$ cat src/rtl/ascii_wake_ctrl.sv
`default_nettype none
// ============================================================================
// Module  : ascii_wake_ctrl
// Brief   : ASCII byte FIFO with line tracking; raises wake for the sleep stage
// Rev     : 1.0  initial release
// ============================================================================
module ascii_wake_ctrl #(
  parameter int         DEPTH       = 16,
  parameter logic [7:0] TERM        = 8'h0D,
  parameter int         HOLD_CYCLES = 40
) (
  input  logic                     clk_ungated_i,
  input  logic                     resetn,
  input  logic                     rx_valid_i,
  input  logic [7:0]               rx_data_i,
  output logic                     rx_ready_o,
  input  logic                     instr_rd_i,
  output logic                     instr_valid_o,
  output logic [7:0]               instr_data_o,
  output logic                     instr_last_o,
  output logic                     new_ascii_instr_o,
  output logic                     wake_from_sleep_o,
  output logic [$clog2(DEPTH):0]   line_count_o,
  output logic                     overflow_o
);

  localparam int AW = $clog2(DEPTH);
  localparam int CW = AW + 1;
  localparam int HW = $clog2(HOLD_CYCLES + 1);
  localparam logic [CW-1:0] DEPTH_C    = CW'(DEPTH);
  localparam logic [CW-1:0] DEPTH_M1   = CW'(DEPTH - 1);
  localparam logic [HW-1:0] HOLD_LOAD  = HW'(HOLD_CYCLES - 1);

  typedef enum logic [1:0] {
    S_IDLE = 2'd0,
    S_WAKE = 2'd1,
    S_HOLD = 2'd2
  } state_t;

  logic [7:0]    mem [DEPTH];
  logic [AW-1:0] wr_ptr, rd_ptr;
  logic [CW-1:0] count, count_next;
  logic [CW-1:0] line_count, line_next;
  logic [HW-1:0] hold_q, hold_d;
  state_t        state_q, state_d;
  logic          overflow, new_instr;

  logic       wr_en, rd_en, forced, term_wr, term_rd;
  logic [7:0] wr_byte, head;

  assign head          = mem[rd_ptr];
  assign instr_valid_o = (count != '0);
  assign rx_ready_o    = (count < DEPTH_C) || instr_rd_i;
  assign wr_en         = rx_valid_i && rx_ready_o;
  assign rd_en         = instr_rd_i && instr_valid_o;

  // A full FIFO with no terminator could never drain, so the last slot closes the line.
  assign forced  = wr_en && !rd_en && (count == DEPTH_M1) && (line_count == '0);
  assign wr_byte = forced ? TERM : rx_data_i;
  assign term_wr = wr_en && (wr_byte == TERM);
  assign term_rd = rd_en && (head == TERM);

  assign count_next = count + CW'(wr_en) - CW'(rd_en);
  assign line_next  = line_count + CW'(term_wr) - CW'(term_rd);

  assign instr_data_o      = head;
  assign instr_last_o      = instr_valid_o && (head == TERM);
  assign new_ascii_instr_o = new_instr;
  assign wake_from_sleep_o = (state_q != S_IDLE);
  assign line_count_o      = line_count;
  assign overflow_o        = overflow;

  always_ff @(posedge clk_ungated_i) begin
    if (wr_en) begin
      mem[wr_ptr] <= wr_byte;
    end
  end

  always_ff @(posedge clk_ungated_i or negedge resetn) begin
    if (!resetn) begin
      wr_ptr     <= '0;
      rd_ptr     <= '0;
      count      <= '0;
      line_count <= '0;
      overflow   <= 1'b0;
      new_instr  <= 1'b0;
      state_q    <= S_IDLE;
      hold_q     <= '0;
    end else begin
      if (wr_en) wr_ptr <= wr_ptr + 1'b1;
      if (rd_en) rd_ptr <= rd_ptr + 1'b1;
      count      <= count_next;
      line_count <= line_next;
      if (forced) overflow <= 1'b1;
      new_instr  <= term_wr;
      state_q    <= state_d;
      hold_q     <= hold_d;
    end
  end

  // A new terminator always beats hold expiry so wake never drops while work is pending.
  always_comb begin
    state_d = state_q;
    hold_d  = hold_q;
    case (state_q)
      S_IDLE: begin
        if (term_wr) state_d = S_WAKE;
      end
      S_WAKE: begin
        if (!term_wr && (line_next == '0)) begin
          state_d = S_HOLD;
          hold_d  = HOLD_LOAD;
        end
      end
      S_HOLD: begin
        if (term_wr) begin
          state_d = S_WAKE;
        end else if (hold_q == '0) begin
          state_d = S_IDLE;
        end else begin
          hold_d = hold_q - 1'b1;
        end
      end
      default: state_d = S_IDLE;
    endcase
  end

endmodule
`default_nettype wire
$ cat config.mk
export PLATFORM = sky130hd
export DESIGN_NAME = ascii_wake_ctrl
export DESIGN_NICKNAME = d
export VERILOG_FILES = /design/src/rtl/ascii_wake_ctrl.sv
export SDC_FILE = /design/constraint.sdc
export NUM_CORES = 1
export LEC_CHECK = 0
export ABC_AREA = 1
export BUFFER_PORTS_ARGS = -buffer_cell sky130_fd_sc_hd__buf_2
export CAP_MARGIN = 10
export CORE_MARGIN = 5
export CORE_UTILIZATION = 55
export CTS_CLUSTER_DIAMETER = 30
export CTS_CLUSTER_SIZE = 14
export DETAILED_ROUTE_END_ITERATION = 8
export GPL_ROUTABILITY_DRIVEN = 1
export PLACE_DENSITY = 0.74
export SYNTH_ARGS = -nofsm -noshare
export SYNTH_HDL_FRONTEND = slang
export SYNTH_SLANG_ARGS = --single-unit
$ cat constraint.sdc
create_clock -name clk_ungated_i -period 3.8 [get_ports clk_ungated_i]
set_input_delay 0.57 -clock clk_ungated_i [delete_from_list [all_inputs] [get_ports clk_ungated_i]]
set_output_delay 0.57 -clock clk_ungated_i [all_outputs]
set_load 0.01 [all_outputs]
==> Word-level counts from Yosys, hierarchy flattened <==
Memories as Yosys holds them, arrays and structs flattened.
Cells that the tools add are included.
{ "word_totals": {"output_inout_bits": 19, "mem_bits_ro": 0, "regBits": 28, "inputBits": 12, "latchBits": 0, "wordCells": 60, "n_memories": 1, "mem_bits_rw": 128} }
{ "memory_table": {"columns": ["memory", "words", "width", "read_ports", "rd_clocked_by_memory_dff", "wr", "line_no", "text"], "rows": [
  ["mem", 16, 8, 1, 0, 1, "40", "logic [7:0] mem [DEPTH];"]
]} }
{ "classes": {"addsub": 7, "eq_ne": 10, "muxes": 12, "n_mul": 0, "reduce_logical": 21, "n_div": 0, "n_bitwise": 0, "shifts": 0, "n_lt_le_gt_ge": 1} }
{ "op_table": {"columns": ["operator", "n"], "rows": [
  ["$mux 6", 3],
  ["$eq 8x4->1 const B", 2],
  ["$pmux 6 s2", 1],
  ["$add 5x1->5", 2],
  ["$logic_not 5->1", 2],
  ["$sub 5x1->5", 2],
  ["$logic_and 1x1->1", 9],
  ["$add 4x1->4 const B", 2],
  ["$mux 2", 4],
  ["$mux 8", 1],
  ["$ne 2x2->1 const B", 4],
  ["$logic_not 6->1", 1],
  ["$pmux 2 s3", 1],
  ["$sub 6x1->6 const B", 1],
  ["$eq 5x4->1 const B", 1],
  ["$lt 5x5->1 const B", 1],
  ["$reduce_bool 5->1", 1],
  ["$reduce_and 4->1", 1],
  ["$reduce_bool 2->1", 2],
  ["$ne 3x3->1 const B", 1],
  ["$reduce_and 3->1", 1],
  ["$eq 2x1->1 const B", 1],
  ["$eq 2x2->1 const B", 1],
  ["$logic_not 1->1", 2],
  ["other kinds (3)", 4]
]} }

==> Logic depth before layout (Yosys ltp) <==
{ "logic_depth": {"ltp_word": 15, "ltp_mapped": 29, "ltp_nobuf": 27} }

==> Least setup slack after synthesis <==
OpenSTA, ideal clock, no wires.
{ "synth_timing": {"path_kind": "input to register", "startpoint": "input port instr_rd_i", "endpoint": "register hold_q[0]", "path_buffers": 1, "stages": 27, "setup_slack_ps": 80, "setup_ps": 65, "required_ps": 3735, "t_arrival_ps": 3655, "path_cell_list": "inv_1 -> nand2_1 -> nand2_1 -> inv_2 -> ha_1 -> nand2_1 -> nor2_1 -> nand3_1 -> buf_4 -> nand2_1 -> nand2_1 -> nor3b_1 -> nand2_1 -> ha_1 -> inv_1 -> ha_1 -> inv_1 -> fa_1 -> o21ai_0 -> nand2_1 -> nand3b_1 -> nand2_1 -> nor2_1 -> nand3_2 -> nand2_4 -> nand2_1 -> nand2_1"} }
{ "synth_between": {"elab_chain_len": 14, "elab_cells_between_ends": 19, "classes_between": "add/sub (2); eq/ne (3); mux (1); reduce/logical (13)"} }
{ "synth_lines": {"columns": ["item", "line_no", "text"], "rows": [
  ["start, declared", "17", "input logic instr_rd_i,"],
  ["$logic_or 1x1->1 (*)", "53", "assign rx_ready_o = (count < DEPTH_C) || instr_rd_i;"],
  ["net rx_ready_o", "16", "output logic rx_ready_o,"],
  ["$logic_and 1x1->1 (*)", "54", "assign wr_en = rx_valid_i && rx_ready_o;"],
  ["net wr_en", "48", "logic wr_en, rd_en, forced, term_wr, term_rd;"],
  ["$logic_and 1x1->1 (3 in series)", "58", "assign forced = wr_en && !rd_en && (count == DEPTH_M1) && (line_count == '0);"],
  ["$mux 8", "59", "assign wr_byte = forced ? TERM : rx_data_i;"],
  ["$eq 8x4->1", "60", "assign term_wr = wr_en && (wr_byte == TERM);"],
  ["$logic_and 1x1->1 (*)", "60", null],
  ["$add 5x1->5 (*)", "64", "assign line_next = line_count + CW'(term_wr) - CW'(term_rd);"],
  ["$sub 5x1->5 (*)", "64", null],
  ["net line_next[4]", "43", "logic [CW-1:0] line_count, line_next;"],
  ["$logic_not 5->1 (*)", "110", "if (!term_wr && (line_next == '0)) begin"],
  ["$logic_and 1x1->1 (*)", "110", null],
  ["$ne 2x2->1 (no line) (*)", null, null],
  ["$reduce_and 4->1 (no line) (*)", null, null],
  ["end signal, assigned", "97", "hold_q <= hold_d;"],
  ["end, declared", "44", "logic [HW-1:0] hold_q, hold_d;"]
]} }
Mark *: on every way through the listed nets, which the timed path passes. The rest lies on a longest branch.
A chain may end at the register's enable or synchronous reset.

==> Worst setup path after layout <==
{ "layout_timing": {"startpoint": "register rd_ptr[0]", "endpoint": "register hold_q[2]"} }
{ "layout_between": {"elab_chain_len": 8} }
{ "layout_lines": {"columns": ["item", "line_no", "text"], "rows": [
  ["start, declared", "41", "logic [AW-1:0] wr_ptr, rd_ptr;"],
  ["start signal, assigned", "91", "if (rd_en) rd_ptr <= rd_ptr + 1'b1;"],
  ["$mem_v2 16x8", null, null],
  ["$eq 8x4->1", "61", "assign term_rd = rd_en && (head == TERM);"],
  ["$logic_and 1x1->1", "61", null],
  ["$sub 5x1->5", "64", null],
  ["net line_next[1]", "43", null],
  ["$logic_not 5->1", "110", null],
  ["$logic_and 1x1->1", "110", null],
  ["$ne 2x2->1 (no line)", null, null],
  ["$reduce_and 4->1 (no line)", null, null]
]} }
The timed path passes the listed nets, and every way through them passes these cells.

==> parameters.txt <==
Parameter                              Value

Final layout
  Commonest cells after routing, fill and taps aside ... sky130_fd_sc_hd__nand2_1, sky130_fd_sc_hd__edfxtp_1, sky130_fd_sc_hd__inv_1
  Area of combinational cells with multiple inputs ... between 2000 and 2500 um2
  Number of inserted filler cells in the final layout ... roughly 870
  Number of cells in the finished layout apart from fillers ... around 1000
  Fraction of layout cells with a size suffix above 1 ... between 20% and 30%
  Final #Nets ... 825
  Commonest non-fill, non-tap cell in the layout ... sky130_fd_sc_hd__nand2_1
  Register Area ... between 4000 and 5000 um2
  Area added between synthesis and finish ... 21.9%
  Number of antenna repair diodes ... 0

Synthesis
  Total nets after synthesis ... roughly 730
  Warnings, synthesis ... 0
  Mean instance size in the synthesized netlist ... slightly above 10 um2
  Synth area leaders ... sky130_fd_sc_hd__edfxtp_1, sky130_fd_sc_hd__nand2_1, sky130_fd_sc_hd__dfrtp_1
  Post-synth cell types ... 27
  Leading area contributor after synthesis ... sky130_fd_sc_hd__edfxtp_1
  Cells after Synth ... approximately 700
  Share of Yosys cell area claimed by the top area cell type ... 53.7%
  Sequential area share after synthesis ... a little under two thirds
  Synthesis-stage register bit count ... between 150 and 200
  Post-synth design cell area ... about 7200 um2

Die
  Die Width ... 124 um
  Die Area ... 15400 um2
  Cell row count ... slightly above 40
  Initial cell density of the core ... 56.5%
  Height of the die ... 124 um
  Core region area ... 12700 um2
  I/O Pins ... 31

GRT
  Initial antenna violation count ... 0
  First-pass GRT wire length ... 27600 um
  Via count of the first global-routing pass ... 5413
  Grt total ovfl ... 0
  Largest net degree at the start of global routing ... 39
  Overall track demand over capacity in global routing ... a little under a quarter

Placement
  Routability Congestion ... around 0.8
  Buffers added on ports ... 30
  Pre-CTS setup slack ... -0.357 ns
  Placed cell count ... 913
  Estimated wirelength of the detail-placed design ... 10100 um

STA
  Final min period ... ~4 ns
  Post-route setup slack ... -0.208 ns
  Final Cycle Share ... 105%
  Final setup violation count ... 8
  Total count of max-transition violations in the final report ... 0
  Final Hold Fails ... 0
  Maximum achievable frequency ... between 200 and 250 MHz
  Final Skew ... 0.00660 ns
  Rel. slew slack ... 35.8%
  Least-Margin Pin Slew ... 0.959 ns
  Setup repair after global routing missed its margin ... true

Worst setup path
  Startpoint Class ... flip-flop
  Critical Path Most Common Cell ... sky130_fd_sc_hd__nand3_1
  Number of cells on the critical path ... 24
  Cells on worst reg2reg path ... 24
  Nature of the critical path endpoint ... flip-flop
  Peak fanout along the critical path ... 14
  Cell breakdown of the critical path ... buf_4 > buf_4 > nor2_1 > nor2_1 > o21ai_0 > nand3_1 > nand3_1 > nand2_1 > nand2_1 > nor2_2 > nand2_2 > nor2_2 > ha_1 > inv_1 > ha_2 > inv_2 > fa_2 > inv_2 > nor3_4 > nand3_2 > nor2_4 > nand3_4 > nand3_1 > nand2_2
  Slowest library cell on the worst path ... sky130_fd_sc_hd__fa_2
  Arr. time, crit path ... 4.32 ns
  Setup CP Type ... flip-flop to flip-flop
  Stage delay of the slowest cell on the critical path ... between 0.5 and 0.6 ns
  Critical path buffers and inverters ... 5
  Worst Path Required ... slightly above 4 ns
  Top Family by Delay on Critical Path ... simple AND/OR/NAND/NOR gates

Clock network
  Hold Buf Count CTS ... 0
  Clock-pin slew reported for the worst setup and hold paths after clock tree synthesis ... 0.06 ns
  CTS tree ... built
  Maximum clock path buffer count ... 2
  CTS Buf Count ... 17
  Clock Latency Late Sink ... ~0.42 ns
  CTS sink count ... 156
  Number of H-tree branching levels ... 4
  Master cell of the clock root buffer ... sky130_fd_sc_hd__clkbuf_16

Pwr
  Power per Cell Area ... between 700 and 800 nW/um2
  LEAKAGE ... 0.00380 uW
  Overall Power ... between 6000 and 7000 uW
  Peak ir drop on the vdd network ... between 0.0006 and 0.0007 V

Detailed routing
  Post-detailed-route wirelength per cell ... 18.3 um
  Number of search-and-repair iterations in the first detailed-routing pass ... 6
  DRC violation count after routing ... 0
  Number of DRC markers in iteration 0 ... 510
  Post-detailed-route via-to-cell ratio ... ~5.5
  Antenna Nets Post-Route ... 0
  Routed vias ... between 5k and 6k
  Wirelength, routed ... around 18000 um

Flow run
  Max-cap violation count ... 0

Min path
  Hold Path Class ... input pin to async pin

Outcome
  Violations in the final reports ... setup timing
  Status ... finished, violations left
-- synthesized netlist by cell type --
library cell / n
sky130_fd_sc_hd__nor3_1: 2
sky130_fd_sc_hd__buf_4: 7
sky130_fd_sc_hd__nand3_1: 74
sky130_fd_sc_hd__nand4_1: 2
sky130_fd_sc_hd__nand3b_1: 1
sky130_fd_sc_hd__xnor2_1: 3
sky130_fd_sc_hd__o21ai_1: 7
sky130_fd_sc_hd__o211ai_1: 8
sky130_fd_sc_hd__xor2_1: 9
sky130_fd_sc_hd__clkinv_1: 3
sky130_fd_sc_hd__nand2_4: 1
sky130_fd_sc_hd__a21oi_1: 6
sky130_fd_sc_hd__inv_2: 2
sky130_fd_sc_hd__nor2_1: 73
sky130_fd_sc_hd__ha_1: 20
sky130_fd_sc_hd__clkbuf_1: 4
sky130_fd_sc_hd__o21ai_0: 23
sky130_fd_sc_hd__fa_1: 2
sky130_fd_sc_hd__edfxtp_1: 128
sky130_fd_sc_hd__nor3b_1: 1
sky130_fd_sc_hd__nand3_2: 2
sky130_fd_sc_hd__inv_1: 81
sky130_fd_sc_hd__buf_2: 7
sky130_fd_sc_hd__buf_6: 8
sky130_fd_sc_hd__nand2_1: 195
sky130_fd_sc_hd__dfrtp_1: 28
sky130_fd_sc_hd__o31ai_1: 2
-- registers in the layout, summed over array words and instances, names as in the netlist --
register           flops
new_ascii_instr_o      1
overflow_o             1
line_count_o           5
count                  5
rd_ptr                 4
mem                  128
wr_ptr                 4
hold_q                 6
state_q                2
-- through the flow --
| step | area [um2] | hold WS [ns] | TNS, ns | utilization, % |
|---|---|---|---|---|
| 2_1_floorplan | 7160 | 0.274 | 0 | - |
| 3_3_place_gp | 7660 | 0.445 | -0.464 | 60.5 |
| 3_5_place_dp | 7660 | 0.465 | -2.33 | 60.5 |
| 4_1_cts | 8600 | 0.196 | 0 | 67.9 |
| 5_1_grt | 8720 | 0.222 | -2.72 | 68.9 |
| 6_report | 8720 | 0.187 | -1.37 | 68.9 |
-- cells by family (layout without fill, tap and decap cells) --
group | after synthesis | count (layout) | synth area share [%]
DFF | 156 | 156 | 63.5
buffers and inverters | 112 | 217 | 7.20
xor gates and xnor gates | 12 | 12 | 1.47
and+or+nand+nor | 351 | 351 | 20.2
AOI/OAI and AO/OA | 46 | 46 | 3.57
adders and majority gates | 22 | 22 | 4.06
-- what timing repair did --
item,in CTS,in global routing
gates cloned,1,0
setup endpoints to repair,8,9
resized for setup,28,28
buffers inserted,27,6
pin swaps,12,16
-- report_power, final --
group	total, uW	internal [uW]	switching (uW)
Sequential	2230	2090	141
Combinational	2970	1150	1820
Clock	1770	1090	671
Total	6970	4330	2630
-- metal layers --
metal	routed length, um	GRT usage [%]	up-vias
li1	-	-	2481
met3	1140	5.45	65
met1	7060	30.5	2589
met5	0	0	-
met2	9020	39.5	253
met4	645	10.5	0
-- path summary, 6_finish.rpt --
path	slack [ns]	to	start
hold / removal	0.19	hold_q[3]$_DFFE_PN0P_	resetn
max in group asynchronous	3.11	count[4]$_DFF_PN0_	resetn
hold reg to reg	0.47	state_q[0]$_DFFE_PN0P_	state_q[0]$_DFFE_PN0P_
setup reg to reg	-0.21	hold_q[2]$_DFFE_PN0P_	rd_ptr[0]$_DFFE_PN0P_
min in group clk_ungated_i	0.47	state_q[0]$_DFFE_PN0P_	state_q[0]$_DFFE_PN0P_
setup / recovery	-0.21	hold_q[2]$_DFFE_PN0P_	rd_ptr[0]$_DFFE_PN0P_
-- cell type report --
class                      count  area share (%)
timing repair buffer          99            8.52
clock inverter                12            1.96
tap                          172            2.47
clock buffer                  20            5.01
sequential                   156            52.1
multi-input combinational    431            26.2
inverter                      86            3.71
No activity file was read; power rests on OpenSTA's default activity.
